$ cat src/rtl/gg_pkg.sv
// Shared constants for the Givens-generation (vectoring CORDIC) stage and the
// rotation units that replay its micro-step decisions.
package gg_pkg;

   localparam int R_LEN_DEF    = 12;
   localparam int R_FRAC_DEF   = 2;
   localparam int ITER_CYC_DEF = 3;

   localparam logic [1:0] D_CW   = 2'd0;
   localparam logic [1:0] D_CCW  = 2'd1;
   localparam logic [1:0] D_SKIP = 2'd2;

   typedef enum logic {
      IDLE = 1'b0,
      ROT  = 1'b1
   } state_e;

endpackage

$ cat src/rtl/gg_micro_step.sv
// One vectoring CORDIC micro-rotation: pushes y toward zero by the shift s and
// reports the chosen direction so the rotation units can replay it bit-exactly.
module gg_micro_step
   import gg_pkg::*;
#(
   parameter int W = R_LEN_DEF
) (
   input  logic signed [W-1:0] x_i,
   input  logic signed [W-1:0] y_i,
   input  logic        [3:0]   shift,
   output logic signed [W-1:0] x_o,
   output logic signed [W-1:0] y_o,
   output logic        [1:0]   d_o
);

   // Both updates use the pre-step x and y; shifts floor, adds wrap at W bits.
   always_comb begin
      x_o = x_i;
      y_o = y_i;
      d_o = D_SKIP;
      if (y_i != '0) begin
         if (!y_i[W-1]) begin
            x_o = x_i + (y_i >>> shift);
            y_o = y_i - (x_i >>> shift);
            d_o = D_CW;
         end else begin
            x_o = x_i - (y_i >>> shift);
            y_o = y_i + (x_i >>> shift);
            d_o = D_CCW;
         end
      end
   end

endmodule

$ cat src/rtl/gg_vectoring.sv
// Vectoring-mode CORDIC Givens generator: four chained micro-rotations per cycle,
// streaming the direction decisions to the rotation units of the same QR row.
module gg_vectoring
   import gg_pkg::*;
#(
   parameter int R_LEN    = R_LEN_DEF,
   parameter int R_FRAC   = R_FRAC_DEF,
   parameter int ITER_CYC = ITER_CYC_DEF
) (
   input  logic                    clk,
   input  logic                    rst_n,
   input  logic                    in_valid,
   output logic                    in_ready,
   input  logic signed [R_LEN-1:0] xi,
   input  logic signed [R_LEN-1:0] yi,
   output logic                    d_valid,
   output logic        [3:0]       iter,
   output logic        [1:0]       d1,
   output logic        [1:0]       d2,
   output logic        [1:0]       d3,
   output logic        [1:0]       d4,
   output logic                    neg,
   output logic                    nop,
   output logic                    out_valid,
   output logic signed [R_LEN-1:0] xo,
   output logic signed [R_LEN-1:0] yo
);

   if (R_FRAC < 0 || R_FRAC >= R_LEN || 4*ITER_CYC-1 >= R_LEN || ITER_CYC < 1 || ITER_CYC > 4) begin : g_bad_param
      $error("gg_vectoring: illegal parameter combination");
   end

   state_e                  state_q, state_d;
   logic        [3:0]       cnt_q, cnt_d;
   logic signed [R_LEN-1:0] x_q, x_d, y_q, y_d;
   logic signed [R_LEN-1:0] xo_q, xo_d, yo_q, yo_d;
   logic        [3:0]       iter_q, iter_d;
   logic        [1:0]       d1_q, d1_d, d2_q, d2_d, d3_q, d3_d, d4_q, d4_d;
   logic                    d_valid_q, d_valid_d;
   logic                    out_valid_q, out_valid_d;
   logic                    neg_q, neg_d;
   logic                    nop_q, nop_d;

   logic signed [R_LEN-1:0] step_x, step_y;
   logic        [3:0]       base_shift;
   logic signed [R_LEN-1:0] cx [0:4];
   logic signed [R_LEN-1:0] cy [0:4];
   logic        [1:0]       cd [0:3];
   logic                    in_neg;
   logic                    last_cyc;

   assign cx[0]  = step_x;
   assign cy[0]  = step_y;
   assign in_neg = xi[R_LEN-1];

   for (genvar k = 0; k < 4; k++) begin : g_chain
      gg_micro_step #(.W(R_LEN)) u_step (
         .x_i   (cx[k]),
         .y_i   (cy[k]),
         .shift (base_shift + 4'(k)),
         .x_o   (cx[k+1]),
         .y_o   (cy[k+1]),
         .d_o   (cd[k])
      );
   end

   // The chain is fed from the (optionally negated) inputs while idle and from
   // the registered partial vector while rotating; results are registered alike.
   always_comb begin
      state_d     = state_q;
      cnt_d       = cnt_q;
      x_d         = x_q;
      y_d         = y_q;
      xo_d        = xo_q;
      yo_d        = yo_q;
      iter_d      = iter_q;
      d1_d        = d1_q;
      d2_d        = d2_q;
      d3_d        = d3_q;
      d4_d        = d4_q;
      nop_d       = nop_q;
      d_valid_d   = 1'b0;
      out_valid_d = 1'b0;
      neg_d       = 1'b0;
      step_x      = x_q;
      step_y      = y_q;
      base_shift  = {cnt_q[1:0], 2'b00};
      last_cyc    = 1'b0;

      case (state_q)
         IDLE: begin
            step_x     = in_neg ? -xi : xi;
            step_y     = in_neg ? -yi : yi;
            base_shift = 4'd0;
            last_cyc   = (ITER_CYC == 1);
            if (in_valid) begin
               neg_d     = in_neg;
               nop_d     = (yi == '0) && !in_neg;
               d_valid_d = 1'b1;
               state_d   = last_cyc ? IDLE : ROT;
               cnt_d     = last_cyc ? 4'd0 : 4'd1;
            end
         end
         ROT: begin
            last_cyc  = (cnt_q == 4'(ITER_CYC-1));
            d_valid_d = 1'b1;
            cnt_d     = last_cyc ? 4'd0 : cnt_q + 4'd1;
            state_d   = last_cyc ? IDLE : ROT;
         end
         default: state_d = IDLE;
      endcase

      if (d_valid_d) begin
         x_d    = cx[4];
         y_d    = cy[4];
         iter_d = base_shift;
         d1_d   = cd[0];
         d2_d   = cd[1];
         d3_d   = cd[2];
         d4_d   = cd[3];
         if (last_cyc) begin
            out_valid_d = 1'b1;
            xo_d        = cx[4];
            yo_d        = cy[4];
         end
      end
   end

   always_ff @(posedge clk or negedge rst_n) begin
      if (!rst_n) begin
         state_q     <= IDLE;
         cnt_q       <= '0;
         x_q         <= '0;
         y_q         <= '0;
         xo_q        <= '0;
         yo_q        <= '0;
         iter_q      <= '0;
         d1_q        <= '0;
         d2_q        <= '0;
         d3_q        <= '0;
         d4_q        <= '0;
         d_valid_q   <= 1'b0;
         out_valid_q <= 1'b0;
         neg_q       <= 1'b0;
         nop_q       <= 1'b0;
      end else begin
         state_q     <= state_d;
         cnt_q       <= cnt_d;
         x_q         <= x_d;
         y_q         <= y_d;
         xo_q        <= xo_d;
         yo_q        <= yo_d;
         iter_q      <= iter_d;
         d1_q        <= d1_d;
         d2_q        <= d2_d;
         d3_q        <= d3_d;
         d4_q        <= d4_d;
         d_valid_q   <= d_valid_d;
         out_valid_q <= out_valid_d;
         neg_q       <= neg_d;
         nop_q       <= nop_d;
      end
   end

   assign in_ready  = (state_q == IDLE);
   assign d_valid   = d_valid_q;
   assign out_valid = out_valid_q;
   assign iter      = iter_q;
   assign d1        = d1_q;
   assign d2        = d2_q;
   assign d3        = d3_q;
   assign d4        = d4_q;
   assign neg       = neg_q;
   assign nop       = nop_q;
   assign xo        = xo_q;
   assign yo        = yo_q;

endmodule

$ cat config.mk
export PLATFORM = sky130hd
export DESIGN_NAME = gg_vectoring
export DESIGN_NICKNAME = d
export VERILOG_FILES = /design/src/rtl/gg_pkg.sv /design/src/rtl/gg_micro_step.sv /design/src/rtl/gg_vectoring.sv
export SDC_FILE = /design/constraint.sdc
export NUM_CORES = 1
export LEC_CHECK = 0
export BUFFER_PORTS_ARGS = -buffer_cell sky130_fd_sc_hd__buf_2
export CAP_MARGIN = 20
export CORE_MARGIN = 2
export CORE_UTILIZATION = 30
export CTS_BUF_LIST = sky130_fd_sc_hd__clkbuf_2 sky130_fd_sc_hd__clkbuf_4 sky130_fd_sc_hd__clkbuf_8
export DETAILED_ROUTE_END_ITERATION = 8
export SKIP_LAST_GASP = 1
export SYNTH_ARGS = -nofsm -noshare
export SYNTH_HDL_FRONTEND = slang
export SYNTH_SLANG_ARGS = --single-unit
$ cat constraint.sdc
create_clock -name clk -period 22 [get_ports clk]
set_clock_uncertainty 0.2 [all_clocks]
set_input_delay 4.4 -clock clk [delete_from_list [all_inputs] [get_ports clk]]
set_output_delay 4.4 -clock clk [all_outputs]
set_load 0.03 [all_outputs]
==> run metrics, run 1 <==
first-pass GRT wire length 75500 µm; DR iter-0 viols 1509; distinct cell type count after synthesis 122; Most Frequent Cell on Critical Path o21ai_0; leading area contributor after synthesis dfrtp_1; post-CTS setup buffers 0; Congestion Overflow GR 0; Slowest-stage cell, CP a2111oi_4; vias in the first global route 13300; Core Area 44200 µm²; critical path class in2reg; Die Width 215 µm; antenna-violating nets left 0; initial antenna violation count 1; most common cell in the netlist nand2_1; Hold Crit Class reg2reg; Startpoint Class input pin; Cell Area, Synth 13400 µm²; IO Port Bufs 65; DRC viols 0; dominant synthesized flop cell dfrtp_1; Ys Warns 0; hold slack 0.278 ns; final hold violation count 0; area grow syn2layout 7.79%; I/O Pins 68; Bufs on Longest Clock Path 2; multi-input combinational cell area between 10000 and 15000 µm²; fin crit share 92.6%; Worst Path Buf+Inv 4; Setup Viol. Count Final 0; delay-heaviest family, CP compound AO/OA/AOI/OAI gates; largest net degree at the start of global routing 78; Num CTS Buffers 9; Worst EP arrival 20.40 ns; outcome complete, no violations; row count 77; Core Util, Final 32.7%; Syn Area/Cell 7.14 µm²; Synth area leaders dfrtp_1 12%, ha_1 9.0%, nand2_1 6.4%, xnor2_1 6.2%, o21ai_0 5.8%; maxcap violations 0; crit path max fanout 15; Sink Count 67; fraction of layout cells with a size suffix above 1 11.0%; CTS tree yes; Reg clk slew, reported paths about 0.090 ns; fin crit period 20.36 ns; Detailed Routing Iterations Pass 1 6; CTS root buffer clkbuf_8; starting density of the core 30.3%; FFs w/ async S/R, synth 100%; post-synth top area share 12.5%; Tightest Pin Transition 0.867 ns; Die Span Y 215 µm; GRT Resource Usage Total 20.3%; critical path capture point type flop; fin area 14500 µm²; Clock Latency Late Sink 0.38 ns; antenna cell count 0; Filler Cell Count approximately 4800; synth cell count leaders 230 x nand2_1, 155 x o21ai_0, 154 x nor2_1; routability cong. 0.972; unrepaired setup endpoints after global routing no; via count 14400; Post-Route Setup TNS 0 ns; nets 2005; Detailed Route WL 48400 µm; Avg Vias per Cell roughly 5.8; drt wl/cell 19.6 µm; post-synthesis sequential area ratio 12.5%; flip-flop and latch count after synthesis 67; Max-slew headroom about 41%; crit-path max cell delay 0.59 ns; register area approximately 1700 µm²; Post-Synthesis Cells 1878; Max Slew Vio Count 0; placed cell areas between 10000 and 15000 µm²; H-tree Lvls 3; WP data required 22.04 ns; hpwl dp 37700 µm; fmax roughly 49 MHz; die area 46400 µm²; Post-synth EDFFs 0
[state kept, by name, summed over array words and instances, names as in the netlist, 2 cells and up]
register / cells
y_q: 12
xo: 12
iter: 2
d1: 2
d4: 2
d2: 2
cnt_q: 4
yo: 12
x_q: 12
d3: 2
[cells in the final DEF, fill, tap and decap left out, types with 36 or more instances in the layout]
cell	instances
ha_1	97
inv_1	87
a21oi_1	127
xnor2_1	95
and2_1	36
nand2_1	229
buf_2	65
nand3_1	46
nor2_1	152
dfrtp_1	66
o21ai_0	155
xor2_1	42
[cell type report]
cell class                 instances  share of cell area (%)
tap                              592                    5.12
inverter                          93                    2.41
clock inverter                     7                   0.562
sequential                        67                    11.6
multi-input combinational       1608                    75.7
clock buffer                       9                   0.856
timing repair buffer              94                    3.75
[repair_timing]
item                       4_1_cts  5_1_grt
hold buffers                     0        0
resized for setup                0        3
setup endpoints to repair        0        1
[kinds of logic (layout without fill, tap and decap cells)]
group	after synthesis	count (layout)	share of synthesized area [%]
xor+xnor	142	142	9.66
flops	67	67	12.5
mux	51	51	4.28
buf+inv	204	203	6.28
other cells	1	2	0.0279
simple gates	676	676	24.9
fa+ha+maj	108	108	10.5
compound gates	629	629	31.9
[stage by stage]
step	setup WS (ns)	instances
after CTS	1.54	2470
after global placement	1.58	2454
final	1.64	2470
after global routing	0.132	2470
after floorplan	3.36	1879
after detailed placement	1.18	2454
[metal layers]
| metal | vias to the layer above | share of wire, % | GRT usage [%] | routed length [µm] |
|---|---|---|---|---|
| met2 | 594 | 45 | 32.2 | 21600 |
| met5 | - | 0 | 0 | 0 |
| met1 | 6867 | 45 | 28.4 | 21800 |
| li1 | 6854 | - | - | - |
| met3 | 81 | 7.6 | 2.83 | 3660 |
| met4 | 0 | 2.7 | 6.05 | 1300 |
[tightest hold or removal path: cells and delay by family, from the launching register on]
family	cells	cell delay, ns
flops	1	0.35
simple gates	2	0.10
[path summary, 6_finish.rpt]
path	start	end	slack, ns	depth (start not counted)
setup reg to reg	state_q	xo[11]	4.75	72
max in group asynchronous	rst_n	state_q	16.99	2
hold / removal	iter[3]	iter[3]	0.28	2
setup / recovery	xi[3]	xo[11]	1.64	78
hold reg to reg	iter[3]	iter[3]	0.28	2
min in group asynchronous	rst_n	yo[3]	4.03	2
Power of run 1 is not shown: default switching activity piles up to over one toggle a cycle in this logic, so the estimate is an artifact.
==> run 2, diff against run 1 <==
--- a/config.mk
+++ b/config.mk
@@ -8,9 +8,10 @@
 export BUFFER_PORTS_ARGS = -buffer_cell sky130_fd_sc_hd__buf_2
 export CAP_MARGIN = 20
 export CORE_MARGIN = 2
-export CORE_UTILIZATION = 30
+export CORE_UTILIZATION = 55
 export CTS_BUF_LIST = sky130_fd_sc_hd__clkbuf_2 sky130_fd_sc_hd__clkbuf_4 sky130_fd_sc_hd__clkbuf_8
 export DETAILED_ROUTE_END_ITERATION = 8
+export PLACE_DENSITY = 0.73
 export SKIP_LAST_GASP = 1
 export SYNTH_ARGS = -nofsm -noshare
 export SYNTH_HDL_FRONTEND = slang
==> run 2 against run 1 <==
  * Register-to-register slack lost 0.32 ns
  * Via count grew 1.4%
  * Highest routed layer unchanged
  * Maximum frequency shrank 1.5%
  * Routed wire length shrank 4.5%
  * Core utilization grew 26 points
  * Die area shrank 45%
  * First-iteration DRC count grew 12%
  * Clock-buffer cell count grew 1
  * Critical path depth shrank 1
  * Critical path type unchanged
  * Non-clock buffer count is the same
  * Worst hold slack gained 0.0022 ns
  * Sequential cell count is the same
==> run metrics, run 2 (same netlist as run 1, synthesis figures left out) <==
outcome complete, no violations; Detailed Route WL between 40000 and 50000 µm; Tightest Pin Transition 0.994 ns; non-filler cells, final 2202; DR iter-0 viols 1690; critical path capture point type flop; antenna-violating nets left 0; I/O Pins 68; Filler Cell Count 2319; nets roughly 2000; CTS tree yes; crit-path max cell delay 0.58 ns; Worst Path Buf+Inv 5; IO Port Bufs 65; crit path max fanout 15; Setup Viol. Count Final 0; unrepaired setup endpoints after global routing no; H-tree Lvls 3; fraction of layout cells with a size suffix above 1 11.1%; final hold violation count 0; GRT Resource Usage Total 35.1%; maxcap violations 0; commonest non-fill, non-tap cell in the layout nand2_1; fmax ~48 MHz; Reg clk slew, reported paths 0.08 ns; Hold Crit Class reg2reg; critical path class in2reg; die area approximately 26000 µm²; WP data required 22.01 ns; Max-slew headroom 33.0%; largest net degree at the start of global routing slightly above 70; Avg Vias per Cell 6.63; starting density of the core 55.7%; vias in the first global route 13200; fin crit share a little over nine tenths; Most Frequent Cell on Critical Path o21ai_0; row count 57; CTS root buffer clkbuf_8; Die Width between 150 and 200 µm; delay-heaviest family, CP compound AO/OA/AOI/OAI gates; Slowest-stage cell, CP or4_4; Startpoint Class input pin; Core Area 24100 µm²; Detailed Routing Iterations Pass 1 7; drt wl/cell 21.0 µm; Bufs on Longest Clock Path 2; routability cong. 0.972; Post-Route Setup TNS 0 ns; hpwl dp 35500 µm; Die Span Y 160 µm; DRC viols 0; area grow syn2layout 5.17%; Congestion Overflow GR 0; Sink Count 67; antenna cell count 0; via count 14600; initial antenna violation count 0; first-pass GRT wire length between 70000 and 80000 µm; Clock Latency Late Sink 0.35 ns; fin crit period 20.68 ns; Worst EP arrival 20.69 ns; DP Cell Count ~2200; Max Slew Vio Count 0; Num CTS Buffers 9; commonest non-fill, non-tap cells in the layout 229 x nand2_1, 155 x o21ai_0, 151 x nor2_1, 127 x a21oi_1, 97 x ha_1
[run 2: through the flow]
step	worst slack (ns)	hold WS [ns]	util [%]	cell area [µm²]
floorplan	3.36	0.241	-	13400
global placement	0.970	0.256	57.6	13900
finish	1.32	0.280	58.5	14100
global route	0.140	0.304	58.5	14100
detailed placement	0.804	0.260	57.6	13900
CTS	1.10	0.283	58.4	14100
[run 2: path summary, 6_finish.rpt]
| path | startpoint | to | slack, ns | cells after the start |
|---|---|---|---|---|
| max | xi[3] | xo[11] | 1.32 | 77 |
| min | nop | nop | 0.28 | 1 |
| max reg2reg | state_q | xo[11] | 4.43 | 71 |
| min reg2reg | nop | nop | 0.28 | 1 |
| max in group asynchronous | rst_n | state_q | 16.99 | 2 |
| min in group asynchronous | rst_n | yo[9] | 4.04 | 2 |
[run 2: timing repair]
item,CTS,global route
endpoints found under the setup margin,0,2
hold buffers,0,0
setup buffers,0,0
resized for setup,0,4
[run 2: area by class of cell]
| type | count | area [µm²] | area share, % |
|---|---|---|---|
| clock buffers | 10 | 131 | 0.931 |
| clock inverters | 6 | 50.0 | 0.355 |
| inverters | 93 | 349 | 2.47 |
| multi-input cells | 1608 | 11000 | 77.6 |
| flip-flops and latches | 67 | 1680 | 11.9 |
| well taps | 324 | 405 | 2.87 |
| repair buffers | 94 | 547 | 3.87 |
[run 2: routing by layer]
metal  track usage [%]  share of wire, %
met3              4.21               8.9
met2              56.4                45
met5                 0                 0
met4              14.5               4.3
met1              48.0                42
[run 2: worst register-to-register path, delay by kind of cell, from the launching register on]
family | cells | cell delay, ns
buf+inv | 5 | 1.40
flops | 1 | 0.62
xor+xnor | 5 | 1.16
compound gates | 38 | 8.45
simple gates | 15 | 3.53
mux | 2 | 0.49
fa+ha+maj | 6 | 1.57
Power of run 2 is left out for the same reason.
==> run 3, diff against run 2 <==
--- a/config.mk
+++ b/config.mk
@@ -12,7 +12,9 @@
 export CTS_BUF_LIST = sky130_fd_sc_hd__clkbuf_2 sky130_fd_sc_hd__clkbuf_4 sky130_fd_sc_hd__clkbuf_8
 export DETAILED_ROUTE_END_ITERATION = 8
 export PLACE_DENSITY = 0.73
+export RECOVER_POWER = 100
 export SKIP_LAST_GASP = 1
 export SYNTH_ARGS = -nofsm -noshare
 export SYNTH_HDL_FRONTEND = slang
+export SYNTH_HIERARCHICAL = 1
 export SYNTH_SLANG_ARGS = --single-unit
==> run 3 against run 2 <==
  * The run now ends with capacitance limit, slew limit left
  * Non-clock buffer count grew 18
  * Clock-buffer cell count decreased by 1
  * Sequential cell count unchanged
  * Maximum frequency shrank 0.45%
  * Highest routed layer unchanged
==> run metrics, run 3 <==
Core Area around 27000 µm²; starting density of the core 55.5%; Tightest Pin Transition 3.82 ns; Max-slew headroom -155%; initial antenna violation count 0; I/O Pins 68; via count 14600; row count 60; Reg clk slew, reported paths 0.09 ns; Detailed Routing Iterations Pass 1 6; Placement Setup Slack 0.912 ns; Clock Latency Late Sink around 0.36 ns; crit-path max cell delay 0.66 ns; H-tree Lvls 3; Max Slew Vio Count 192; Die Width roughly 170 µm; synth cell count leaders 186 x nor2_1, 142 x nand2_1, 119 x a21oi_1; drt wl/cell 20.4 µm; maxcap violations 4; Cell Area, Synth 14800 µm²; commonest non-fill, non-tap cells in the layout 184 x nor2_1, 142 x nand2_1, 119 x a21oi_1, 112 x ha_1, 88 x mux2i_1; critical path capture point type flop; antenna-violating nets left 0; critical path class in2reg; Post-synth EDFFs 0; Synth area leaders dfrtp_1 11%, ha_1 9.5%, mux4_2 7.1%, mux2i_1 5.9%, nor2_1 4.7%; Sink Count 67; Startpoint Class input pin; Post-Route Setup TNS 0 ns; fin crit share 94.4%; PnR worst setup slack 1.23 ns; IO Port Bufs 65; DR iter-0 viols 1530; Worst EP arrival 20.82 ns; Post-Synthesis Cells 1807; Hold Crit Class reg2reg; DRC viols 0; nets 1986; placed cell areas 15400 µm²; Slowest-stage cell, CP nor4_2; final hold violation count 0; first-pass GRT wire length 71000 µm; largest net degree at the start of global routing 73; Syn Area/Cell 8.20 µm²; fin crit period 20.77 ns; CTS tree yes; flip-flop and latch count after synthesis 67; crit path max fanout 15; leading area contributor after synthesis dfrtp_1; routability cong. approximately 1; failing checks capacitance limit, slew limit; WP data required 22.05 ns; fmax approximately 48 MHz; outcome finished, violations left; Die Span Y approximately 170 µm; distinct cell type count after synthesis 100; fraction of layout cells with a size suffix above 1 13.2%; FFs w/ async S/R, synth between 90% and 100%; vias in the first global route between 10000 and 15000; die area 28300 µm²; antenna cell count 0; GRT Resource Usage Total just over 30%; multi-input combinational cell area 12400 µm²; Ys Warns 6; Num CTS Buffers 9; post-synth top area share 11.3%; Bufs on Longest Clock Path 2; Congestion Overflow GR 0; cts-stage hold buffer count 0; Avg Vias per Cell 6.69; Filler Cell Count 2486; Setup Viol. Count Final 0; Most Frequent Cell on Critical Path ha_1; hpwl dp around 34000 µm; CTS root buffer clkbuf_8; post-synthesis sequential area ratio 11.3%; Detailed Route WL 44600 µm; fin area 15600 µm²; unrepaired setup endpoints after global routing no; dominant synthesized flop cell dfrtp_1; register area roughly 1700 µm²; commonest non-fill, non-tap cell in the layout nor2_1; area grow syn2layout 5.11%; most common cell in the netlist nor2_1
run 3: worst paths after layout:
check                      endpoint     from  slack (ns)  cells past startpoint
min in group asynchronous       nop    rst_n        5.14                      1
setup reg to reg             xo[11]  state_q        3.15                     67
max in group asynchronous    y_q[1]    rst_n       14.31                      1
setup / recovery             yo[11]    yi[1]        1.23                     70
hold reg to reg               d2[0]    d2[0]        0.29                      1
hold / removal                d2[0]    d2[0]        0.29                      1
run 3: cells by family after synthesis:
logic type,Yosys count,share of synthesized area [%]
buf+inv,182,5.71
simple gates,632,22.0
fa+ha+maj,120,10.5
mux,246,23.5
other cells,2,0.0507
flops,67,11.3
compound gates,443,20.0
xor+xnor,115,6.90
run 3: critical path, delay by kind of cell:
family	cells	cell delay, ns
compound gates	27	5.70
simple gates	18	4.11
mux	8	3.14
fa+ha+maj	8	2.08
xor+xnor	3	0.69
buf+inv	6	0.66
run 3: cell type report:
class,instances,area share (%)
tap,341,2.74
inverter,70,1.69
clock inverter,7,0.434
multi-input combinational,1579,79.6
timing repair buffer,112,4.00
sequential,67,10.8
clock buffer,9,0.795
run 3: layer usage:
metal,GRT usage [%],up-vias,wire [µm]
met2,49.7,691,20300
li1,-,6810,-
met4,7.72,0,1090
met5,0,-,0
met3,5.05,90,3980
met1,42.6,7028,19200
run 3: metrics by stage:
stage	util, %	hold slack, ns	instances
2_1_floorplan	-	0.258	1828
3_5_place_dp	57.7	0.269	2166
3_3_place_gp	57.7	0.258	2166
5_1_grt	58.3	0.308	2185
6_report	58.3	0.291	2185
4_1_cts	58.4	0.294	2182
run 3: repair_timing:
item                                    4_1_cts  5_1_grt
resized for setup                             0        3
endpoints found under the setup margin        0        4
buffers inserted                              0        3
Power of run 3 is left out for the same reason.
